## src/rtl/dvi_timing_pkg.sv

```systemverilog
// Shared constants for the DVI timing generator: default 640x480@60 timing,
// counter/pixel widths and the eight colour-bar values.
package dvi_timing_pkg;

    localparam int CNT_W = 12;
    localparam int RGB_W = 24;

    localparam int DEF_H_ACTIVE = 640;
    localparam int DEF_H_FP     = 16;
    localparam int DEF_H_SYNC   = 96;
    localparam int DEF_H_BP     = 48;
    localparam int DEF_V_ACTIVE = 480;
    localparam int DEF_V_FP     = 10;
    localparam int DEF_V_SYNC   = 2;
    localparam int DEF_V_BP     = 33;

    localparam logic [RGB_W-1:0] BAR_WHITE   = 24'hFFFFFF;
    localparam logic [RGB_W-1:0] BAR_YELLOW  = 24'hFFFF00;
    localparam logic [RGB_W-1:0] BAR_CYAN    = 24'h00FFFF;
    localparam logic [RGB_W-1:0] BAR_GREEN   = 24'h00FF00;
    localparam logic [RGB_W-1:0] BAR_MAGENTA = 24'hFF00FF;
    localparam logic [RGB_W-1:0] BAR_RED     = 24'hFF0000;
    localparam logic [RGB_W-1:0] BAR_BLUE    = 24'h0000FF;
    localparam logic [RGB_W-1:0] BAR_BLACK   = 24'h000000;

    function automatic logic [RGB_W-1:0] bar_color(input logic [2:0] idx);
        logic [RGB_W-1:0] c;
        case (idx)
            3'd0:    c = BAR_WHITE;
            3'd1:    c = BAR_YELLOW;
            3'd2:    c = BAR_CYAN;
            3'd3:    c = BAR_GREEN;
            3'd4:    c = BAR_MAGENTA;
            3'd5:    c = BAR_RED;
            3'd6:    c = BAR_BLUE;
            default: c = BAR_BLACK;
        endcase
        return c;
    endfunction

endpackage

```

## src/rtl/dvi_timing_gen_if.sv

```systemverilog
// Video-side bundle of the DVI timing generator: pixel request towards the
// frame buffer, returned RGB, and the sync/data outputs towards the encoders.
interface dvi_timing_gen_if;
    import dvi_timing_pkg::*;

    logic [RGB_W-1:0] rgb_in;
    logic             pix_req;
    logic [CNT_W-1:0] pix_x;
    logic [CNT_W-1:0] pix_y;
    logic             vde;
    logic             hsync;
    logic             vsync;
    logic [RGB_W-1:0] rgb_out;
    logic             sof;

    modport master (
        input  rgb_in,
        output pix_req, pix_x, pix_y, vde, hsync, vsync, rgb_out, sof
    );

    modport slave (
        output rgb_in,
        input  pix_req, pix_x, pix_y, vde, hsync, vsync, rgb_out, sof
    );

endinterface

```

## src/rtl/dvi_colorbar.sv

```systemverilog
// Eight vertical colour bars, one cycle behind the pixel request like a frame
// buffer read. Only compiled when DVI_TIMING_COLORBAR_EN is defined.
`ifdef DVI_TIMING_COLORBAR_EN
module dvi_colorbar
    import dvi_timing_pkg::*;
#(
    parameter int H_ACTIVE = DEF_H_ACTIVE
) (
    input  logic             clk,
    input  logic             rst,
    input  logic             req,
    input  logic [CNT_W-1:0] x,
    output logic [RGB_W-1:0] rgb
);

    localparam int               BAR_W    = H_ACTIVE / 8;
    localparam logic [CNT_W-1:0] BAR_LAST = CNT_W'(BAR_W - 1);

    logic [CNT_W-1:0] pos;
    logic [2:0]       idx;
    logic [CNT_W-1:0] pos_c;
    logic [2:0]       idx_c;

    // Column 0 restarts the bar walk so no divider on x is needed.
    always_comb begin
        pos_c = pos;
        idx_c = idx;
        if (x == '0) begin
            pos_c = '0;
            idx_c = '0;
        end
    end

    always_ff @(posedge clk) begin
        if (rst) begin
            pos <= '0;
            idx <= '0;
            rgb <= '0;
        end else begin
            rgb <= req ? bar_color(idx_c) : '0;
            if (req) begin
                if (pos_c == BAR_LAST) begin
                    pos <= '0;
                    idx <= idx_c + 3'd1;
                end else begin
                    pos <= pos_c + 1'b1;
                end
            end
        end
    end

endmodule
`endif

```

## src/rtl/dvi_timing_gen.sv

```systemverilog
// DVI video timing generator: raster counters, pixel request two cycles ahead
// of vde, and registered sync/data. DVI_TIMING_COLORBAR_EN selects bar pattern.
module dvi_timing_gen
    import dvi_timing_pkg::*;
#(
    parameter int   H_ACTIVE = DEF_H_ACTIVE,
    parameter int   H_FP     = DEF_H_FP,
    parameter int   H_SYNC   = DEF_H_SYNC,
    parameter int   H_BP     = DEF_H_BP,
    parameter int   V_ACTIVE = DEF_V_ACTIVE,
    parameter int   V_FP     = DEF_V_FP,
    parameter int   V_SYNC   = DEF_V_SYNC,
    parameter int   V_BP     = DEF_V_BP,
    parameter logic HS_POL   = 1'b0,
    parameter logic VS_POL   = 1'b0
) (
    input  logic          pix_clk,
    input  logic          rst,
    dvi_timing_gen_if.master vid
);

    localparam int H_TOTAL = H_ACTIVE + H_FP + H_SYNC + H_BP;
    localparam int V_TOTAL = V_ACTIVE + V_FP + V_SYNC + V_BP;

    localparam logic [CNT_W-1:0] H_LAST   = CNT_W'(H_TOTAL - 1);
    localparam logic [CNT_W-1:0] V_LAST   = CNT_W'(V_TOTAL - 1);
    localparam logic [CNT_W-1:0] H_ACT_C  = CNT_W'(H_ACTIVE);
    localparam logic [CNT_W-1:0] V_ACT_C  = CNT_W'(V_ACTIVE);
    localparam logic [CNT_W-1:0] HS_START = CNT_W'(H_ACTIVE + H_FP);
    localparam logic [CNT_W-1:0] HS_END   = CNT_W'(H_ACTIVE + H_FP + H_SYNC);
    localparam logic [CNT_W-1:0] VS_START = CNT_W'(V_ACTIVE + V_FP);
    localparam logic [CNT_W-1:0] VS_END   = CNT_W'(V_ACTIVE + V_FP + V_SYNC);

    logic [CNT_W-1:0] h_cnt, v_cnt;
    logic             active_c, hs_c, vs_c, sof_c;
    logic             req_p0, hs_p0, vs_p0, sof_p0;
    logic [CNT_W-1:0] x_p0, y_p0;
    logic             req_p1, hs_p1, vs_p1, sof_p1;
    logic             vde_p2, hs_p2, vs_p2, sof_p2;
    logic [RGB_W-1:0] rgb_p2;
    logic [RGB_W-1:0] rgb_src;

    always_ff @(posedge pix_clk) begin
        if (rst) begin
            h_cnt <= '0;
            v_cnt <= '0;
        end else if (h_cnt == H_LAST) begin
            h_cnt <= '0;
            v_cnt <= (v_cnt == V_LAST) ? '0 : v_cnt + 1'b1;
        end else begin
            h_cnt <= h_cnt + 1'b1;
        end
    end

    assign active_c = (h_cnt < H_ACT_C) && (v_cnt < V_ACT_C);
    assign hs_c     = (h_cnt >= HS_START && h_cnt < HS_END) ? HS_POL : ~HS_POL;
    assign vs_c     = (v_cnt >= VS_START && v_cnt < VS_END) ? VS_POL : ~VS_POL;
    assign sof_c    = active_c && (h_cnt == '0) && (v_cnt == '0);

`ifdef DVI_TIMING_COLORBAR_EN
    logic [RGB_W-1:0] bar_rgb;

    dvi_colorbar #(.H_ACTIVE(H_ACTIVE)) u_colorbar (
        .clk (pix_clk),
        .rst (rst),
        .req (req_p0),
        .x   (x_p0),
        .rgb (bar_rgb)
    );

    assign rgb_src = bar_rgb;
`else
    assign rgb_src = vid.rgb_in;
`endif

    always_ff @(posedge pix_clk) begin
        if (rst) begin
            req_p0 <= 1'b0;
            x_p0   <= '0;
            y_p0   <= '0;
            hs_p0  <= ~HS_POL;
            vs_p0  <= ~VS_POL;
            sof_p0 <= 1'b0;
            req_p1 <= 1'b0;
            hs_p1  <= ~HS_POL;
            vs_p1  <= ~VS_POL;
            sof_p1 <= 1'b0;
            vde_p2 <= 1'b0;
            hs_p2  <= ~HS_POL;
            vs_p2  <= ~VS_POL;
            sof_p2 <= 1'b0;
            rgb_p2 <= '0;
        end else begin
            // p0: request and coordinates, sync decoded from the counters
            req_p0 <= active_c;
            x_p0   <= active_c ? h_cnt : '0;
            y_p0   <= active_c ? v_cnt : '0;
            hs_p0  <= hs_c;
            vs_p0  <= vs_c;
            sof_p0 <= sof_c;
            // p1: wait for the frame buffer read to return
            req_p1 <= req_p0;
            hs_p1  <= hs_p0;
            vs_p1  <= vs_p0;
            sof_p1 <= sof_p0;
            // p2: encoder-facing outputs, data gated by the delayed request
            vde_p2 <= req_p1;
            hs_p2  <= hs_p1;
            vs_p2  <= vs_p1;
            sof_p2 <= sof_p1;
            rgb_p2 <= req_p1 ? rgb_src : '0;
        end
    end

    assign vid.pix_req = req_p0;
    assign vid.pix_x   = x_p0;
    assign vid.pix_y   = y_p0;
    assign vid.vde     = vde_p2;
    assign vid.hsync   = hs_p2;
    assign vid.vsync   = vs_p2;
    assign vid.sof     = sof_p2;
    assign vid.rgb_out = rgb_p2;

endmodule

```

## src/flat_wrapper.sv

```systemverilog
// flat-port wrapper written by rule: the top's interface ports become plain ports
module dvi_timing_gen_flat import dvi_timing_pkg::*;
#(
    parameter int   H_ACTIVE = DEF_H_ACTIVE,
    parameter int   H_FP     = DEF_H_FP,
    parameter int   H_SYNC   = DEF_H_SYNC,
    parameter int   H_BP     = DEF_H_BP,
    parameter int   V_ACTIVE = DEF_V_ACTIVE,
    parameter int   V_FP     = DEF_V_FP,
    parameter int   V_SYNC   = DEF_V_SYNC,
    parameter int   V_BP     = DEF_V_BP,
    parameter logic HS_POL   = 1'b0,
    parameter logic VS_POL   = 1'b0
)
  (pix_clk, rst, vid_rgb_in, vid_pix_req, vid_pix_x, vid_pix_y, vid_vde, vid_hsync, vid_vsync, vid_rgb_out, vid_sof);
  dvi_timing_gen_if vid_i ();
  input  logic pix_clk;
  input  logic rst;
  input wire logic [$bits(vid_i.rgb_in)-1:0] vid_rgb_in;
  output wire logic [$bits(vid_i.pix_req)-1:0] vid_pix_req;
  output wire logic [$bits(vid_i.pix_x)-1:0] vid_pix_x;
  output wire logic [$bits(vid_i.pix_y)-1:0] vid_pix_y;
  output wire logic [$bits(vid_i.vde)-1:0] vid_vde;
  output wire logic [$bits(vid_i.hsync)-1:0] vid_hsync;
  output wire logic [$bits(vid_i.vsync)-1:0] vid_vsync;
  output wire logic [$bits(vid_i.rgb_out)-1:0] vid_rgb_out;
  output wire logic [$bits(vid_i.sof)-1:0] vid_sof;
  assign vid_i.rgb_in = vid_rgb_in;
  assign vid_pix_req = vid_i.pix_req;
  assign vid_pix_x = vid_i.pix_x;
  assign vid_pix_y = vid_i.pix_y;
  assign vid_vde = vid_i.vde;
  assign vid_hsync = vid_i.hsync;
  assign vid_vsync = vid_i.vsync;
  assign vid_rgb_out = vid_i.rgb_out;
  assign vid_sof = vid_i.sof;
  dvi_timing_gen #(.H_ACTIVE(H_ACTIVE), .H_FP(H_FP), .H_SYNC(H_SYNC), .H_BP(H_BP), .V_ACTIVE(V_ACTIVE), .V_FP(V_FP), .V_SYNC(V_SYNC), .V_BP(V_BP), .HS_POL(HS_POL), .VS_POL(VS_POL)) u_core (.pix_clk(pix_clk), .rst(rst), .vid(vid_i));
endmodule
```

## config.mk

```make
export PLATFORM = sky130hd
export DESIGN_NAME = dvi_timing_gen_flat
export DESIGN_NICKNAME = d
export VERILOG_FILES = /design/src/rtl/dvi_timing_pkg.sv /design/src/rtl/dvi_timing_gen_if.sv /design/src/rtl/dvi_colorbar.sv /design/src/rtl/dvi_timing_gen.sv /design/src/flat_wrapper.sv
export SDC_FILE = /design/constraint.sdc
export NUM_CORES = 1
export LEC_CHECK = 0
export ABC_AREA = 1
export CAP_MARGIN = 5
export CORE_ASPECT_RATIO = 1.5
export CORE_UTILIZATION = 45
export CTS_BUF_LIST = sky130_fd_sc_hd__clkbuf_4 sky130_fd_sc_hd__clkbuf_8
export DETAILED_ROUTE_END_ITERATION = 8
export GPL_TIMING_DRIVEN = 1
export PLACE_DENSITY = 0.75
export SYNTH_ARGS = -nofsm -noshare
export SYNTH_HDL_FRONTEND = slang
export SYNTH_SLANG_ARGS = --single-unit
export TNS_END_PERCENT = 50
```

## constraint.sdc

```tcl
create_clock -name pix_clk -period 4.4 [get_ports pix_clk]
set_clock_uncertainty 0.1 [all_clocks]
set_input_delay 0.88 -clock pix_clk [delete_from_list [all_inputs] [get_ports pix_clk]]
set_output_delay 0.88 -clock pix_clk [all_outputs]
set_load 0.02 [all_outputs]
```

==> results.md <==
- At the pin with the least slew margin, the transition time is 0.791 ns.
- Global routing finished with a remaining overflow of 0.
- The setup TNS after final layout is 0 ns.
- The clock transition at the registers of the reported paths is 0.09 ns.
- Post-CTS timing repair inserted 0 buffers for setup.
- The complex-gate fraction of the synthesized area is 2.35%.
- The initial utilization of the core area, before any placement, comes to 47.2%.
- Detailed routing inserted a total of 2,471 vias.
- The number of port buffers is 78.
- The worst min-delay path startpoint is u_core.sof_p0$_SDFF_PP0_.
- In this run the standard cell core region covers 6220 um2.
- For this run, the number of Yosys warnings is 0.
- After detailed routing, the number of vias per cell comes to 4.63.
- The area growth from synthesis to layout is 36.5%.
- Measured against the total synthesized area, the mux share comes to 0%.
- The post-synthesis share of cell area spent on full adders, half adders and majority gates is 1.71%.
- The share of cells above drive strength 1 is 6.96%.
- The first global-routing pass estimated 9740 um of wire.
- The most numerous cell on the critical path is inv_1.
- In this run the register-to-register setup slack is 2.46 ns.
- The number of nets in the finished design is 485.
- Detailed placement finished with a half-perimeter wire length of 4510 um.
- The final critical delay including setup and external delays is 2.40 ns.
- The full die area is 6850 um2.
- The number of endpoints failing setup at the final stage is 0.
- In this run the worst path has a maximum fanout of 21.
- The number of enable-type register cells in the synthesized netlist is 0.
- The TritonCTS clock tree is built.
- The floorplan has 35 rows.
- The top cell type by area accounts for 57.3% of the synthesized area.
- The number of standard cells in the layout, taps in and fillers out is 534.
- Counting flops with an async set or reset pin after synthesis yields a share of 0%.
- The maximum clock frequency is 416 MHz.
- In this run the cell area measured after placement is 3780 um2.
- The synthesized netlist devotes 27.8% of its cell area to simple gates.
- Summed over all instances, the cell type with the most area after synthesis is dfxtp_1.
- The congestion estimate from routability-driven global placement came to 0.878.
- The insertion delay of the later-clocked pin in the worst-skew pair is 0.36 ns.
- The detailed router's first-iteration violation count is 124.
- After synthesis, the cell types taking the most area are dfxtp_1 57%, nor2_1 12%, inv_1 7.9%.
- Max-cap violations in this run came to 0.
- The number of antenna diodes in the final layout is 0.
- The number of placed instances, taps included, is 518.
- The area share of xor/xnor cells in the synthesized design is 0.896%.
- By area, the combinational part of the netlist is dominated by simple AND/OR/NAND/NOR gates.
- The type of the setup path with the least slack is primary input to flip-flop.
- The layout has 560 filler cells.
- Traced cell by cell, the critical path runs through clkdlybuf4s50_1, inv_1, nand3_1, inv_1, nand2_1, nor2_1.
- The mapped cell area is 2930 um2.
- The number of antenna violations at the first check in global routing is 0.
- The static leakage is 1.77 nW.
- The sort of element at the start of the critical path is a primary input.
- The worst slew slack as a fraction of its limit is 47.1%.
- In this run, post-CTS repair resized a total of 0 instances.
- Global routing used 19.2% of the available tracks.
- The signal arrival time at the worst endpoint is 2.52 ns.
- In this run the deepest clock path goes through 2 buffers.
- In this run, synthesis produced a sequential element count of 84.
- The power per cell area is 370 nW/um2.
- In the synthesized netlist, the number of instances is 369.
- Cells fill 64.4% of the core in the end.
- The delay of the slowest critical-path stage is 0.61 ns.
- Buffers inserted to repair hold after CTS numbered 0.
- Setup repair after global routing left no endpoint under its margin.
- Along the worst hold path, the cell count comes to 2.
- The via count of the first global-routing pass is 2,311.
- The slowest stage of the critical path belongs to the cell clkdlybuf4s50_1.
- The total wire length after detailed routing is 6160 um.
- Counting cells, the worst reg-to-reg path comes to 8.
- The overall die width is 67.9 um.
- The most used flip-flop cell after synthesis is dfxtp_1.
- Dividing the detail-routed wire length by the instance count gives 11.5 um.
- After detailed routing, the number of remaining DRC violations is 0.
- The launch instance of the worst register-to-register path is u_core.h_cnt[0]$_SDFF_PP0_.
- The vertical die dimension is 101 um.
- The class of the tightest hold or removal check is flip-flop to flip-flop.
- The number of clock buffers added by TritonCTS is 9.
- Of the available clock period, the critical path in the final layout requires 54.6%.
- The kind of end point of the critical path is a flip-flop.
- For this design the top-level I/O count stands at 79.
- The fraction of the yosys area taken by sequential cells is 57.3%.
- The max-slew violation count is 0.
- Before antenna repair, the detailed router went through 4 iterations.
- The required time of the critical path is 4.52 ns.
- The mean cell area of the mapped netlist is 7.95 um2.
- The run finished with clean final reports.
- The total number of clock tree sinks is 84.
- The H-tree was split into 3 levels.
- For hold timing, the worst endpoint is u_core.sof_p1$_SDFF_PP0_.
- In this run, distinct cell masters in the synthesized netlist total 26.
- The number of nets with antenna violations after routing is 0.
- The largest net degree at the start of global routing is 26.
- The number of endpoints with negative hold slack in the final report was 0.
- The worst ir drop on vdd is 0.197 mV.
- The endpoint identified for the worst register-to-register timing path is u_core.v_cnt[0]$_SDFFE_PP0N_.
- The cell area after layout is 4010 um2.
- The library cell used as clock root buffer is clkbuf_8.
[through the flow]
step	power (mW)	hold slack, ns	worst slack, ns
floorplan	0.839	0.288	2.63
CTS	1.50	0.302	1.99
global route	1.54	0.307	1.83
finish	1.48	0.301	2.00
detailed placement	0.889	0.298	1.61
global placement	0.887	0.289	1.70
[cell usage in the layout, fill, tap and decap left out, drive strengths merged]
cell type,netlist,layout
nand4,5,5
a31oi,1,1
nor3,6,6
a21oi,9,9
nand2,60,60
nor2,96,96
o21ai,1,1
dfxtp,84,84
ha,4,4
conb,1,5
clkbuf,1,10
or2,4,4
xor2,3,3
inv,65,67
clkinv,0,2
nand3,21,21
clkdlybuf4s50,0,78
o2111ai,1,1
nor4,1,1
bufinv,0,2
[report_power, final]
group | total (mW) | internal (mW) | leakage [nW] | switching (mW)
clock | 0.612 | 0.332 | 0.115 | 0.280
sequential | 0.780 | 0.775 | 0.683 | 0.00538
combinational | 0.0903 | 0.0460 | 0.970 | 0.0443
[per-layer routing]
metal	wire length, um	track usage, %
met1	2340	18.4
met2	3070	34.5
met3	564	5.77
met4	185	11.1
met5	0	0
[worst max-delay path, delay by kind of cell]
| kind | cells | cell delay [ns] |
|---|---|---|
| AND/OR/NAND/NOR | 3 | 0.79 |
| buffers and inverters | 3 | 0.84 |
[final cells by class]
| class | count | area (um2) | area share [%] |
|---|---|---|---|
| flip-flops and latches | 84 | 1680 | 42.0 |
| multi-input cells | 217 | 980 | 24.5 |
| repair buffers | 78 | 781 | 19.5 |
| inverters | 65 | 244 | 6.09 |
| clock buffers | 10 | 131 | 3.28 |
| clock inverters | 6 | 95.1 | 2.37 |
| well taps | 74 | 92.6 | 2.31 |
[flip-flops by register name (all words and copies together), names as in the netlist, 12 cells and up]
name	count
u_core.vid.rgb_out	24
u_core.h_cnt	12
u_core.v_cnt	12
u_core.vid.pix_x	12
u_core.vid.pix_y	12
[synthesized netlist by cell type, types with 2 or more instances]
| master | number |
|---|---|
| a21oi_1 | 8 |
| nand2_1 | 56 |
| xor2_1 | 3 |
| ha_1 | 4 |
| nor2_1 | 93 |
| buf_2 | 4 |
| nand2_2 | 4 |
| or2_2 | 4 |
| nor3_1 | 5 |
| inv_1 | 62 |
| nand4_1 | 5 |
| inv_2 | 3 |
| nand3_1 | 21 |
| nor2_4 | 2 |
| dfxtp_1 | 84 |
[cell families after synthesis]
kind of cell	count (synthesis)
AND/OR/NAND/NOR	193
flip-flops	84
buffers and inverters	72
AO/OA/AOI/OAI	12
adder cells (fa/ha/maj)	4
XOR/XNOR	3
other	1
[how the worst max path moves through the flow]
stage / from / endpoint / slack (ns) / cells after the start
floorplan: rst / u_core.vid.pix_x[3]$_SDFF_PP0_ / 2.63 / 7
global placement: rst / u_core.vid.pix_req$_SDFF_PP0_ / 1.70 / 6
detailed placement: rst / u_core.vid.pix_y[0]$_SDFF_PP0_ / 1.61 / 6
CTS: rst / u_core.vid.pix_y[0]$_SDFF_PP0_ / 1.99 / 6
global route: rst / u_core.vid.pix_x[1]$_SDFF_PP0_ / 1.83 / 6
finish: rst / u_core.vid.pix_y[2]$_SDFF_PP0_ / 2.00 / 6
Note: power is estimated with default switching activity, not from simulation.
==> variant (same flow settings) <==
Change the package constant `RGB_W` from 24 to 32.
--- a/src/rtl/dvi_timing_pkg.sv
+++ b/src/rtl/dvi_timing_pkg.sv
@@ -4,5 +4,5 @@
 
     localparam int CNT_W = 12;
-    localparam int RGB_W = 24;
+    localparam int RGB_W = 32;
 
     localparam int DEF_H_ACTIVE = 640;
Interface: changed (resized vid_rgb_in and vid_rgb_out); port bits go from 79 to 95. The function was not compared with the original's and may differ.
==> variant against the unedited design <==
  * Final area up 12%
  * Total power rose by 2.9%
  * Synthesized cell count rose by 11%
  * Sequential cell count grew 8
  * Wire length is 15% higher
  * Area after synthesis is 12% higher
  * Critical path depth fell by 2
  * Largest power group unchanged
  * Combinational power is 18% higher
  * Worst setup slack got worse by 0.23 ns
==> variant: results (changes against the unedited design) <==
CTS max path bufs - 2 (unchanged)
Hold Path Stages - 2 (unchanged)
initial antenna violation count - 0 (unchanged)
hpwl dp - 5.29 mm (was 4.51 mm)
Worst-Margin Slew - 1.01 ns (was 0.791 ns)
crit-path max cell delay - 0.78 ns (was 0.61 ns)
post-CTS sizing - 0 (unchanged)
nets - 547 (was 485)
mean routed wirelength per cell - 11.9 um (was 11.5 um)
Cell variety after synth - 29 (was 26)
crit path max-delay cell type - nand2_1 (was clkdlybuf4s50_1)
Synth area leaders - dfxtp_1 (56%), nor2_1 (11%), inv_1 (7.7%) (was dfxtp_1 (57%), nor2_1 (12%), inv_1 (7.9%))
hold slack - 0.308 ns (was 0.301 ns)
R2R Setup Slk - 2.49 ns (was 2.46 ns)
Crit Reg-Reg Endpoint - u_core.v_cnt[4]$_SDFFE_PP0N_ (was u_core.v_cnt[0]$_SDFFE_PP0N_)
vias in the first global route - 2562 (was 2311)
vias - 2749 (was 2471)
routability cong. - 0.862 (was 0.878)
arrival time worst endpoint - 2.73 ns (was 2.52 ns)
pre-CTS WS - 1.32 ns (was 1.61 ns)
Clk Latency, worst-skew pair - 0.36 ns (about the same)
gr usage total - 0.195 (was 0.192)
Num CTS Buffers - 9 (unchanged)
Setup Fix Bufs, Post-CTS - 0 (unchanged)
Root Buffer - clkbuf_8 (unchanged)
worst r2r src - u_core.h_cnt[0]$_SDFF_PP0_ (unchanged)
pin count of the biggest net entering global routing - 34 (was 26)
Hold Crit Start - u_core.sof_p1$_SDFF_PP0_ (was u_core.sof_p0$_SDFF_PP0_)
Initial DRC Count - 94 (was 124)
max reg flops - 32 (was 24)
Yosys warnings - 0 (unchanged)
fill cell count - 609 (was 560)
Worst setup SP type - input port (unchanged)
Routed Antenna Nets - 0 (unchanged)
Worst Setup EP - u_core.vid.rgb_out[11]$_SDFF_PP0_ (was u_core.vid.pix_y[2]$_SDFF_PP0_)
top cells by count, synth - dfxtp_1 (92), nor2_1 (92), inv_1 (67) (was nor2_1 (93), dfxtp_1 (84), inv_1 (62))
Async S/R FF share, synth - 0 (unchanged)
CP top delay family - buffers and inverters (unchanged)
Leakage - 1.98 nW (was 1.77 nW)
Worst Path Max Fanout - 33 (was 21)
Hold Path Class - reg2reg (unchanged)
VDD IR max - 183 uV (was 197 uV)
IO Port Bufs - 94 (was 78)
status - finished, final reports clean (unchanged)
worst hold endpoint - u_core.vid.sof$_SDFF_PP0_ (was u_core.sof_p1$_SDFF_PP0_)
Seq/Total Area, Yosys - 0.561 (was 0.573)
first-pass GRT wire length - 11.4 mm (was 9.74 mm)
share of cells above drive strength 1 - 0.0992 (was 0.0696)
1st-pass router iterations - 6 (was 4)
variant: area by class of cell:
class | count | area, um^2 | area share
Sequential cell | 92 | 1840 | 0.410
Multi-Input combinational cell | 237 | 1130 | 0.252
Timing Repair Buffer | 94 | 941 | 0.209
Inverter | 75 | 284 | 0.0632
Clock buffer | 12 | 153 | 0.0339
Tap cell | 78 | 97.6 | 0.0217
Clock inverter | 4 | 48.8 | 0.0109
variant: cell families after synthesis:
kind of cell,count (synthesis),synth area share
other,1,0.00114
AO/OA/AOI/OAI,16,0.0305
buffers and inverters,83,0.0991
AND/OR/NAND/NOR,210,0.288
flip-flops,92,0.561
adder cells (fa/ha/maj),4,0.0152
XOR/XNOR,2,0.00534
variant: where the power goes:
group          total, W  switching, W  internal, W
clock network  0.000564      0.000274     0.000290
registers      0.000854    0.00000554     0.000849
logic          0.000107     0.0000499    0.0000566
total           0.00153      0.000330      0.00120
variant: routing by layer:
layer | track usage | routed length [um] | vias up
li1 | - | - | 1425
met2 | 0.330 | 3320 | 122
met4 | 0.130 | 349 | 0
met1 | 0.207 | 2760 | 1176
met5 | 0 | 0 | -
met3 | 0.0583 | 629 | 26
variant: stage by stage:
stage / area, um^2 / instances / utilization
after floorplan: 3300 / 412 / -
after global placement: 4300 / 576 / 0.619
after detailed placement: 4300 / 576 / 0.619
after CTS: 4500 / 592 / 0.648
after global routing: 4500 / 592 / 0.648
final: 4500 / 592 / 0.648
variant: tightest hold or removal path: cells and delay by family (launching register included):
kind	cells	cell delay (ns)
flip-flops	1	0.30
buffers and inverters	1	0.04
AND/OR/NAND/NOR	1	0.03
